==> config.mk <==
export PLATFORM = sky130hd
export DESIGN_NAME = ctrl_frame_rx_flat
export DESIGN_NICKNAME = d
export VERILOG_FILES = /design/src/rtl/ctrl_pkg.sv /design/src/rtl/ctrl_frame_rx_if.sv /design/src/rtl/ctrl_chan_regs.sv /design/src/rtl/ctrl_frame_rx.sv /design/src/flat_wrapper.sv
export SDC_FILE = /design/constraint.sdc
export NUM_CORES = 1
export LEC_CHECK = 0
export ABC_AREA = 1
export CAP_MARGIN = 10
export CORE_MARGIN = 1
export CORE_UTILIZATION = 57
export DETAILED_ROUTE_END_ITERATION = 10
export GPL_TIMING_DRIVEN = 0
export PLACE_DENSITY = 0.8
export RECOVER_POWER = 100
export SYNTH_ARGS = -nofsm -noshare
export SYNTH_HDL_FRONTEND = slang
export SYNTH_SLANG_ARGS = --single-unit
==> constraint.sdc <==
create_clock -name clk_in -period 2.05 [get_ports clk_in]
set_input_delay 0.615 -clock clk_in [delete_from_list [all_inputs] [get_ports clk_in]]
set_output_delay 0.615 -clock clk_in [all_outputs]
set_load 0.01 [all_outputs]
==> src/rtl/ctrl_pkg.sv <==
// Shared constants, defaults and FSM encoding for the controller frame receiver.
package ctrl_pkg;

  localparam logic [7:0] START_BYTE = 8'hFF;
  localparam logic [7:0] AXIS_RESET = 8'h80;

  localparam int unsigned DEF_NUM_CH       = 2;
  localparam int unsigned DEF_NUM_BTN      = 8;
  localparam int unsigned DEF_NUM_AXES     = 2;
  localparam int unsigned DEF_GAP_TIMEOUT  = 100000;
  localparam int unsigned DEF_STALE_CYCLES = 2000000;

  typedef enum logic [2:0] {
    ST_IDLE,
    ST_CHANNEL,
    ST_BUTTONS,
    ST_AXES,
    ST_CHECK
  } rx_state_e;

endpackage

==> src/rtl/ctrl_frame_rx_if.sv <==
// Byte stream from the SPI byte receiver into the frame parser.
interface ctrl_frame_rx_if;

  logic [7:0] byte_in;
  logic       byte_valid_in;

  modport master (output byte_in, output byte_valid_in);
  modport slave  (input  byte_in, input  byte_valid_in);

endinterface

==> src/rtl/ctrl_chan_regs.sv <==
// Committed button/axis registers for one channel plus its staleness tracking.
module ctrl_chan_regs
  import ctrl_pkg::*;
#(
  parameter int unsigned NUM_BTN      = DEF_NUM_BTN,
  parameter int unsigned NUM_AXES     = DEF_NUM_AXES,
  parameter int unsigned STALE_CYCLES = DEF_STALE_CYCLES
) (
  input  logic                     clk_in,
  input  logic                     rst_n_in,
  input  logic                     commit_in,
  input  logic [NUM_BTN-1:0]       btn_in,
  input  logic [NUM_AXES-1:0][7:0] ax_in,
  output logic [NUM_BTN-1:0]       buttons_out,
  output logic [NUM_AXES-1:0][7:0] axes_out,
  output logic                     update_out,
  output logic                     connected_out
);

  localparam int unsigned CNT_W = $clog2(STALE_CYCLES + 1);
  localparam logic [CNT_W-1:0] CNT_SAT  = CNT_W'(STALE_CYCLES);
  localparam logic [CNT_W-1:0] CNT_LAST = CNT_W'(STALE_CYCLES - 1);

  logic [CNT_W-1:0] stale_q;
  logic             seen_q;

  // Atomic copy of the shadow on commit; update pulse lands with the new data.
  always_ff @(posedge clk_in) begin
    if (!rst_n_in) begin
      buttons_out <= '0;
      axes_out    <= {NUM_AXES{AXIS_RESET}};
      update_out  <= 1'b0;
    end else begin
      update_out <= commit_in;
      if (commit_in) begin
        buttons_out <= btn_in;
        axes_out    <= ax_in;
      end
    end
  end

  // Saturating age counter; connected tracks (seen && age < limit) after each edge.
  always_ff @(posedge clk_in) begin
    if (!rst_n_in) begin
      stale_q       <= '0;
      seen_q        <= 1'b0;
      connected_out <= 1'b0;
    end else if (commit_in) begin
      stale_q       <= '0;
      seen_q        <= 1'b1;
      connected_out <= 1'b1;
    end else begin
      if (stale_q != CNT_SAT) begin
        stale_q <= stale_q + CNT_W'(1);
      end
      connected_out <= seen_q && (stale_q < CNT_LAST);
    end
  end

endmodule

==> src/rtl/ctrl_frame_rx.sv <==
// Parses start/channel/buttons/axes/checksum frames and commits them per channel.
module ctrl_frame_rx
  import ctrl_pkg::*;
#(
  parameter int unsigned NUM_CH       = DEF_NUM_CH,
  parameter int unsigned NUM_BTN      = DEF_NUM_BTN,
  parameter int unsigned NUM_AXES     = DEF_NUM_AXES,
  parameter int unsigned GAP_TIMEOUT  = DEF_GAP_TIMEOUT,
  parameter int unsigned STALE_CYCLES = DEF_STALE_CYCLES
) (
  input  logic                                 clk_in,
  input  logic                                 rst_n_in,
  ctrl_frame_rx_if.slave                       rx_bus,
  output logic [NUM_CH-1:0][NUM_BTN-1:0]       buttons_out,
  output logic [NUM_CH-1:0][NUM_AXES-1:0][7:0] axes_out,
  output logic [NUM_CH-1:0]                    update_out,
  output logic [NUM_CH-1:0]                    connected_out,
  output logic                                 csum_err_out,
  output logic                                 chan_err_out,
  output logic                                 timeout_err_out,
  output logic [7:0]                           last_raw_byte_out
);

  localparam int unsigned BTN_BYTES = NUM_BTN / 8;
  localparam int unsigned AX_W      = NUM_AXES * 8;
  localparam int unsigned GAP_W     = $clog2(GAP_TIMEOUT + 1);
  localparam logic [7:0]       NUM_CH_B = 8'(NUM_CH);
  localparam logic [2:0]       BTN_LAST = 3'(BTN_BYTES - 1);
  localparam logic [2:0]       AX_LAST  = 3'(NUM_AXES - 1);
  localparam logic [GAP_W-1:0] GAP_LAST = GAP_W'(GAP_TIMEOUT - 1);

  rx_state_e                state_q, state_d;
  logic [2:0]               idx_q;
  logic [7:0]               chan_q;
  logic [7:0]               csum_q;
  logic [GAP_W-1:0]         gap_q;
  logic [NUM_BTN-1:0]       shadow_btn_q;
  logic [NUM_AXES-1:0][7:0] shadow_ax_q;

  logic       valid;
  logic [7:0] data;
  logic       timeout_c, commit_c, csum_err_c, chan_err_c;

  assign valid     = rx_bus.byte_valid_in;
  assign data      = rx_bus.byte_in;
  assign timeout_c = (state_q != ST_IDLE) && !valid && (gap_q == GAP_LAST);

  // State register.
  always_ff @(posedge clk_in) begin
    if (!rst_n_in) state_q <= ST_IDLE;
    else           state_q <= state_d;
  end

  // Next state: advance only on accepted bytes; a coinciding byte beats the timeout.
  always_comb begin
    state_d = state_q;
    if (timeout_c) begin
      state_d = ST_IDLE;
    end else if (valid) begin
      case (state_q)
        ST_IDLE:    if (data == START_BYTE) state_d = ST_CHANNEL;
        ST_CHANNEL: state_d = (data >= NUM_CH_B) ? ST_IDLE : ST_BUTTONS;
        ST_BUTTONS: if (idx_q == BTN_LAST) state_d = ST_AXES;
        ST_AXES:    if (idx_q == AX_LAST) state_d = ST_CHECK;
        ST_CHECK:   state_d = ST_IDLE;
        default:    state_d = ST_IDLE;
      endcase
    end
  end

  // Decode commit and error events from the current byte.
  always_comb begin
    commit_c   = 1'b0;
    csum_err_c = 1'b0;
    chan_err_c = 1'b0;
    if (valid) begin
      case (state_q)
        ST_CHANNEL: chan_err_c = (data >= NUM_CH_B);
        ST_CHECK: begin
          commit_c   = (data == csum_q);
          csum_err_c = (data != csum_q);
        end
        default: ;
      endcase
    end
  end

  // Registered error pulses.
  always_ff @(posedge clk_in) begin
    if (!rst_n_in) begin
      csum_err_out    <= 1'b0;
      chan_err_out    <= 1'b0;
      timeout_err_out <= 1'b0;
    end else begin
      csum_err_out    <= csum_err_c;
      chan_err_out    <= chan_err_c;
      timeout_err_out <= timeout_c;
    end
  end

  // Shadow capture, running checksum, byte index, gap counter and debug byte.
  always_ff @(posedge clk_in) begin
    if (!rst_n_in) begin
      idx_q             <= '0;
      chan_q            <= '0;
      csum_q            <= '0;
      gap_q             <= '0;
      shadow_btn_q      <= '0;
      shadow_ax_q       <= '0;
      last_raw_byte_out <= '0;
    end else begin
      if (valid || (state_q == ST_IDLE) || timeout_c) gap_q <= '0;
      else                                             gap_q <= gap_q + GAP_W'(1);
      if (valid) begin
        last_raw_byte_out <= data;
        case (state_q)
          ST_IDLE: begin
            idx_q  <= '0;
            csum_q <= '0;
          end
          ST_CHANNEL: begin
            chan_q <= data;
            csum_q <= data;
            idx_q  <= '0;
          end
          ST_BUTTONS: begin
            // MSB byte arrives first, so shift left.
            shadow_btn_q <= NUM_BTN'({shadow_btn_q, data});
            csum_q       <= csum_q ^ data;
            idx_q        <= (idx_q == BTN_LAST) ? 3'd0 : idx_q + 3'd1;
          end
          ST_AXES: begin
            // Axis 0 arrives first, so shift right and it settles in the low slot.
            shadow_ax_q <= AX_W'({data, shadow_ax_q} >> 8);
            csum_q      <= csum_q ^ data;
            idx_q       <= idx_q + 3'd1;
          end
          default: ;
        endcase
      end
    end
  end

  // One committed register bank per channel.
  for (genvar gi = 0; gi < NUM_CH; gi++) begin : g_ch
    ctrl_chan_regs #(
      .NUM_BTN     (NUM_BTN),
      .NUM_AXES    (NUM_AXES),
      .STALE_CYCLES(STALE_CYCLES)
    ) u_regs (
      .clk_in       (clk_in),
      .rst_n_in     (rst_n_in),
      .commit_in    (commit_c && (chan_q == 8'(gi))),
      .btn_in       (shadow_btn_q),
      .ax_in        (shadow_ax_q),
      .buttons_out  (buttons_out[gi]),
      .axes_out     (axes_out[gi]),
      .update_out   (update_out[gi]),
      .connected_out(connected_out[gi])
    );
  end

endmodule

==> src/flat_wrapper.sv <==
// flat-port wrapper written by rule: the top's interface ports become plain ports
module ctrl_frame_rx_flat import ctrl_pkg::*;
#(
  parameter int unsigned NUM_CH       = DEF_NUM_CH,
  parameter int unsigned NUM_BTN      = DEF_NUM_BTN,
  parameter int unsigned NUM_AXES     = DEF_NUM_AXES,
  parameter int unsigned GAP_TIMEOUT  = DEF_GAP_TIMEOUT,
  parameter int unsigned STALE_CYCLES = DEF_STALE_CYCLES
)
  (clk_in, rst_n_in, buttons_out, axes_out, update_out, connected_out, csum_err_out, chan_err_out, timeout_err_out, last_raw_byte_out, rx_bus_byte_in, rx_bus_byte_valid_in);
  ctrl_frame_rx_if rx_bus_i ();
  input  logic clk_in;
  input  logic rst_n_in;
  output logic [NUM_CH-1:0][NUM_BTN-1:0] buttons_out;
  output logic [NUM_CH-1:0][NUM_AXES-1:0][7:0] axes_out;
  output logic [NUM_CH-1:0] update_out;
  output logic [NUM_CH-1:0] connected_out;
  output logic csum_err_out;
  output logic chan_err_out;
  output logic timeout_err_out;
  output logic [7:0] last_raw_byte_out;
  input wire logic [$bits(rx_bus_i.byte_in)-1:0] rx_bus_byte_in;
  input wire logic [$bits(rx_bus_i.byte_valid_in)-1:0] rx_bus_byte_valid_in;
  assign rx_bus_i.byte_in = rx_bus_byte_in;
  assign rx_bus_i.byte_valid_in = rx_bus_byte_valid_in;
  ctrl_frame_rx #(.NUM_CH(NUM_CH), .NUM_BTN(NUM_BTN), .NUM_AXES(NUM_AXES), .GAP_TIMEOUT(GAP_TIMEOUT), .STALE_CYCLES(STALE_CYCLES)) u_core (.clk_in(clk_in), .rst_n_in(rst_n_in), .rx_bus(rx_bus_i), .buttons_out(buttons_out), .axes_out(axes_out), .update_out(update_out), .connected_out(connected_out), .csum_err_out(csum_err_out), .chan_err_out(chan_err_out), .timeout_err_out(timeout_err_out), .last_raw_byte_out(last_raw_byte_out));
endmodule
==> results.py, run 1 <==
metrics = {
    "grt": {
        "grt_pass1_wl_um": 29600,
        "gr-usage-all-layers": 0.280,
        "antenna_found_initial": 0,
        "grt.overflow.total": 0,
        "grt_pass1_vias": 6316,
        "grt_max_degree": 17,
    },
    "setup_path": {
        "arrival_ns": 1.36,
        "required_ns": 1.43,
        "cp_slowest_stage_delay_ns": 0.56,
        "critPathTopFamily": "buffers and inverters",
        "crit_slowest_cell": "clkdlybuf4s50_1",
        "startpoint_type": "register",
        "worst-path-buf-inv": 1,
        "worstPathCellList": "clkdlybuf4s50_1",
        "cp-end-kind": "output port",
        "path_class": "register to output port",
        "path_max_fanout": 2,
    },
    "timing": {
        "slew_headroom": 0.577,
        "fin_crit_sh": 0.962,
        "slew_viol_final": 0,
        "finalSetupViolations": 0,
        "tightest_slew_ns": 0.631,
        "hold_violations": 0,
        "worst_clock_skew_ns": 0.00636,
        "finalCriticalPeriod_ns": 1.97,
        "rsz0062_at_grt": "yes",
        "max_freq_ghz": 0.507,
        "setup_slack_ns": 0.0770,
    },
    "routing": {
        "wl_met1_um": 8350,
        "viasPerCell": 5.36,
        "top_layer_used": "met4",
        "drtIter0Drc": 648,
        "drc": 0,
        "wl_per_cell_um": 14.1,
        "vias": 7087,
        "dr_wl_met2_um": 8850,
        "routed_wl_um": 18700,
        "wl_met3_um": 1030,
        "drt-pass1-iter-count": 5,
        "ant_nets": 0,
    },
    "power_and_ir_drop": {
        "switching_power_mw": 1.61,
        "power.leakage_nw": 3.56,
        "p_int_mw": 5.23,
        "cellPowerDensity_mw_per_mm2": 758,
        "power_frac_clock": 0.451,
        "pwr-share-comb": 0.055,
        "sequentialPowerShare": 0.495,
        "power_mw": 6.85,
        "p_sw_frac": 0.236,
        "ir_drop_v": 0.000690,
    },
    "status": {
        "outcome": "completed",
    },
    "synth": {
        "synth-seq-cells": 170,
        "netlist_area_mm2": 0.00748,
        "yosysWarningCount": 0,
        "syn_inst": 1039,
        "ys_types": 32,
        "synth_seq_area_share": 0.455,
        "synth_nets": 1058,
        "synth_ff_type": "dfxtp_1",
        "synth.avg_cell_area_um2": 7.20,
        "synth_edf_count": 0,
        "async_flop_share": 0,
    },
    "clocking": {
        "worst_skew_pair.late_latency_ns": 0.43,
        "clkTransAtPathRegs_ns": 0.06,
        "htreeDepth": 4,
        "cts.sinks": 170,
        "numCtsBuffers": 17,
        "cts_buffer_depth": 2,
        "cts_root_buffer": "clkbuf_16",
        "cts_tree": "built",
    },
    "floorplan": {
        "die_w_um": 117,
        "die_area_mm2": 0.0136,
        "rows": 41,
        "fp.dieH_um": 117,
        "ios": 74,
        "initial_core_util": 0.588,
        "core_region_area_mm2": 0.0127,
    },
    "layout": {
        "layout-drive-gt1-share": 0.0722,
        "nets": 1155,
        "syn_to_final_growth_pct": 20.7,
        "antenna_cells": 0,
        "final_area_mm2": 0.00903,
    },
    "min_path": {
        "worstHoldPathType": "register to register",
    },
    "place": {
        "gp_congestion": 0.916,
        "dp_slack_ns": -0.613,
        "hpwl_um": 13200,
        "portBuffers": 72,
        "place_area_mm2": 0.00842,
    },
    "flow_run": {
        "cap_viol_max_count": 0,
    },
}
## layout make-up
class | instances | area (um2)
buffer | 40 | 218
clock buffer | 22 | 474
clock inverter | 10 | 92.6
fill | 1104 | 3690
inverter | 111 | 417
multi-input combinational | 718 | 3450
sequential | 170 | 3400
tap | 172 | 215
timing repair buffer | 78 | 756
## cells in the mapped netlist, types with 2 or more instances
library cell	n	area [um2]
a211oi_1	14	105
a21oi_1	78	390
a31oi_1	3	18.8
buf_1	6	22.5
buf_2	11	55.1
buf_4	4	30.0
buf_6	4	45.0
clkbuf_1	15	56.3
clkinv_1	3	11.3
dfxtp_1	170	3400
ha_1	8	100
inv_1	104	390
inv_2	4	15.0
nand2_1	266	998
nand3_1	125	626
nand3b_1	3	22.5
nand4_1	28	175
nand4_4	2	42.5
nor2_1	96	360
nor2_2	3	18.8
nor2_4	4	45.0
nor3_1	27	135
nor3_2	2	20.0
nor3b_1	2	15.0
nor4_1	4	25.0
o21ai_0	24	120
or2_2	4	25.0
xor2_1	21	184
## worst paths after layout
| path | startpoint | endpoint | slack (ns) | cells after the start |
|---|---|---|---|---|
| worst max-delay path | u_core.g_ch[1].u_regs.buttons_out[3]$_SDFFE_PN0P_ | buttons_out[11] | 0.08 | 1 |
| worst min-delay path | u_core.g_ch[1].u_regs.seen_q$_SDFFE_PN0P_ | u_core.g_ch[1].u_regs.seen_q$_SDFFE_PN0P_ | 0.45 | 2 |
| worst max register to register | u_core.state_q[2]$_SDFFE_PP0P_ | u_core.shadow_ax_q[14]$_SDFFE_PN0P_ | 0.15 | 7 |
| worst min register to register | u_core.g_ch[1].u_regs.seen_q$_SDFFE_PN0P_ | u_core.g_ch[1].u_regs.seen_q$_SDFFE_PN0P_ | 0.45 | 2 |
## registers in the layout, summed over array words and instances, names as in the netlist
| register | cells |
|---|---|
| u_core.g_ch.u_regs.stale_q | 42 |
| u_core.g_ch.u_regs.axes_out | 32 |
| u_core.gap_q | 17 |
| u_core.g_ch.u_regs.buttons_out | 16 |
| u_core.shadow_ax_q | 16 |
| u_core.chan_q | 8 |
| u_core.csum_q | 8 |
| u_core.last_raw_byte_out | 8 |
| u_core.shadow_btn_q | 8 |
| u_core.idx_q | 3 |
| u_core.state_q | 3 |
| u_core.g_ch.u_regs.connected_out | 2 |
| u_core.g_ch.u_regs.seen_q | 2 |
| u_core.g_ch.u_regs.update_out | 2 |
| u_core.chan_err_out | 1 |
| u_core.csum_err_out | 1 |
| u_core.timeout_err_out | 1 |
## worst min-delay path, delay by kind of cell (launching register included)
kind          cells  cell delay [ns]
flops             1             0.31
simple gates      2             0.12
## logic make-up (layout without fill, tap and decap cells)
logic type | Yosys count | count (layout) | share of synthesized area
buffers and inverters | 151 | 261 | 0.0836
flip-flops | 170 | 170 | 0.455
AO/OA/AOI/OAI | 121 | 121 | 0.0865
XOR/XNOR | 21 | 21 | 0.0246
adder cells (fa/ha/maj) | 8 | 8 | 0.0134
AND/OR/NAND/NOR | 568 | 568 | 0.337
## per-stage QoR
stage | std cells | TNS [ns] | utilization | hold WS (ns)
after floorplan | 1039 | 0 | - | 0.417
after global placement | 1283 | -69.09 | 0.662 | 0.433
after detailed placement | 1283 | -67.82 | 0.662 | 0.437
after CTS | 1318 | 0 | 0.707 | 0.451
after global routing | 1321 | -0.00957 | 0.710 | 0.486
final | 1321 | 0 | 0.710 | 0.448
## cell usage in the layout (no fill, tap or decap), types with 5 or more instances in the layout
cell type        instances
clkdlybuf4s50_1         64
nor3_1                  27
clkinv_2                 5
o21ai_0                 24
dfxtp_1                170
nand3_1                125
a21oi_1                 78
dlygate4sd2_1            8
clkbuf_1                12
inv_2                    6
clkbuf_16               17
xor2_1                  21
inv_1                  102
ha_1                     8
buf_4                   10
buf_1                    6
nor2_1                  95
nand2_1                266
buf_2                   11
nand4_1                 28
a211oi_1                14
## power groups by stage
stage               Sequential, mW  Clock, mW  Combinational [mW]
finish                        3.39       3.09               0.375
global route                  3.39       3.25               0.412
CTS                           3.39       3.11               0.369
detailed placement            3.46          0               0.368
global placement              3.46          0               0.363
floorplan                     3.46          0               0.235
## per-layer routing
| metal | track usage | vias to the layer above |
|---|---|---|
| li1 | - | 3572 |
| met1 | 0.354 | 3259 |
| met2 | 0.471 | 216 |
| met3 | 0.0560 | 40 |
| met4 | 0.104 | 0 |
| met5 | 0 | - |
## repair_timing
item,CTS,global route
pin swaps,2,2
buffers inserted,3,3
hold buffers,0,0
endpoints found under the setup margin,94,69
gates resized for setup,13,7
No activity file was read; power rests on OpenSTA's default activity.
==> run 2, diff against run 1 <==
CAP_MARGIN = 20   (was 10)
PLACE_DENSITY = 0.77   (was 0.8)
==> run 2 against run 1 <==
Effect of this change: largest cell class unchanged; highest routed layer unchanged; combinational power hardly changed; cell area fell by 0.12%; critical path depth stayed put; cell count is essentially flat; routed wire length decreased by 1.9%; critical path type unchanged.
==> results.py, run 2 (synthesis gave the netlist of run 1 again) <==
metrics = {
    "setup_path": {
        "startpoint_type": "register",
        "cp-end-kind": "output port",
        "required_ns": 1.43,
        "cp_slowest_stage_delay_ns": 0.63,
        "worstPathCellList": "dlygate4sd3_1",
        "arrival_ns": 1.39,
        "worst-path-buf-inv": 1,
        "path_max_fanout": 2,
        "critPathTopFamily": "buffers and inverters",
        "crit_slowest_cell": "dlygate4sd3_1",
        "path_class": "register to output port",
    },
    "timing": {
        "tightest_slew_ns": 0.667,
        "hold_violations": 0,
        "slew_headroom": 0.552,
        "finalCriticalPeriod_ns": 2.01,
        "fin_crit_sh": 0.979,
        "max_freq_ghz": 0.498,
        "worst_clock_skew_ns": 0.00973,
        "setup_slack_ns": 0.0433,
        "finalSetupViolations": 0,
        "slew_viol_final": 0,
    },
    "layout": {
        "antenna_cells": 0,
        "syn_to_final_growth_pct": 20.6,
        "nets": 1157,
        "max_flop_register": "u_core.g_ch.u_regs.stale_q",
        "mostFrequentLayoutCell": "nand2_1",
        "layout-drive-gt1-share": 0.0739,
        "largest_register_ffs": 42,
        "top_regs": "u_core.g_ch.u_regs.stale_q: 42 flops, u_core.g_ch.u_regs.axes_out: 32 flops, u_core.gap_q: 17 flops",
        "post-route-util": 0.709,
        "mostFrequentLayoutCells": "nand2_1, dfxtp_1, nand3_1",
    },
    "min_path": {
        "worstHoldPathType": "register to register",
    },
    "place": {
        "portBuffers": 72,
        "hpwl_um": 13100,
        "dp_slack_ns": -0.705,
        "gp_congestion": 0.890,
    },
    "clocking": {
        "htreeDepth": 4,
        "cts_tree": "built",
        "cts.sinks": 170,
        "clkTransAtPathRegs_ns": 0.06,
        "worst_skew_pair.late_latency_ns": 0.42,
        "numCtsBuffers": 17,
        "cts_buffer_depth": 2,
        "cts_root_buffer": "clkbuf_16",
    },
    "floorplan": {
        "die_area_mm2": 0.0136,
        "rows": 41,
        "initial_core_util": 0.588,
        "core_region_area_mm2": 0.0127,
        "die_w_um": 117,
        "fp.dieH_um": 117,
        "ios": 74,
    },
    "power_and_ir_drop": {
        "p_int_mw": 5.19,
        "pwr-share-comb": 0.056,
        "p_sw_frac": 0.235,
        "power_frac_clock": 0.446,
        "switching_power_mw": 1.59,
        "power.leakage_nw": 3.62,
        "cellPowerDensity_mw_per_mm2": 753,
        "ir_drop_v": 0.000632,
        "sequentialPowerShare": 0.499,
    },
    "grt": {
        "grt_pass1_wl_um": 29900,
        "grt_util_met3": 0.0581,
        "grt_pass1_vias": 6365,
        "grt_max_degree": 17,
        "gr-usage-all-layers": 0.281,
        "grt_busiest_layer": "met2",
        "grtUsageMet2": 0.461,
        "use_met1": 0.372,
        "grt.overflow.total": 0,
        "antenna_found_initial": 0,
    },
    "routing": {
        "routed_wl_um": 18300,
        "ant_nets": 0,
        "vias": 7073,
        "wl_per_cell_um": 13.8,
        "drt-pass1-iter-count": 5,
        "drtIter0Drc": 581,
        "drc": 0,
        "viasPerCell": 5.35,
    },
    "flow_run": {
        "cap_viol_max_count": 0,
    },
    "status": {
        "outcome": "completed",
    },
}
-- run 2: cell count changes in the layout (fill, tap and decap cells not counted), sizes merged --
cell           delta
clkdlybuf4s50    -33
dlygate4sd3      +33
clkbuf           +18
buf              -14
dlygate4sd2       -4
clkinv            -2
clkinvlp          +2
clkdlybuf4s15     +1
-- run 2: final cells by class --
cell class	count	area, um2
sequential	170	3400
multi-input combinational	718	3460
clock inverter	10	95.1
buffer	40	211
clock buffer	21	460
inverter	111	417
timing repair buffer	80	757
fill	1094	3700
tap	172	215
-- run 2: stage by stage --
step                      area [um2]  std cells  power (mW)    TNS, ns  hold slack (ns)
after floorplan                 7480       1039        3.69          0            0.417
after global placement          8420       1283        3.82     -70.45            0.429
after detailed placement        8420       1283        3.83     -71.69            0.441
after CTS                       8990       1318        6.81          0            0.454
after global routing            9020       1322        7.00  -0.000288            0.475
final                           9020       1322        6.79          0            0.450
-- run 2: worst paths after layout --
path	start	to	slack (ns)	depth (start not counted)
setup / recovery	u_core.g_ch[0].u_regs.axes_out[4]$_SDFFE_PN0P_	axes_out[4]	0.04	1
hold / removal	u_core.gap_q[0]$_SDFF_PP0_	u_core.gap_q[0]$_SDFF_PP0_	0.45	1
setup reg to reg	u_core.gap_q[0]$_SDFF_PP0_	u_core.gap_q[12]$_SDFF_PP0_	0.26	9
hold reg to reg	u_core.gap_q[0]$_SDFF_PP0_	u_core.gap_q[0]$_SDFF_PP0_	0.45	1
-- run 2: power groups by stage --
stage / clock [mW] / sequential [mW] / combinational (mW)
5_1_grt: 3.19 / 3.39 / 0.416
6_report: 3.02 / 3.39 / 0.377
4_1_cts: 3.06 / 3.39 / 0.370
2_1_floorplan: 0 / 3.46 / 0.235
3_5_place_dp: 0 / 3.46 / 0.369
3_3_place_gp: 0 / 3.46 / 0.366
-- run 2: metal layers --
layer	up-vias	share of wire
li1	3594	-
met4	0	0.014
met3	20	0.052
met5	-	0
met2	204	0.48
met1	3255	0.46
-- run 2: timing repair --
item | CTS | global route
gates resized for setup | 12 | 16
buffers inserted | 4 | 4
endpoints found under the setup margin | 97 | 63
endpoints found under the hold margin | 0 | 0
hold buffers | 0 | 0
pin swaps | 1 | 3
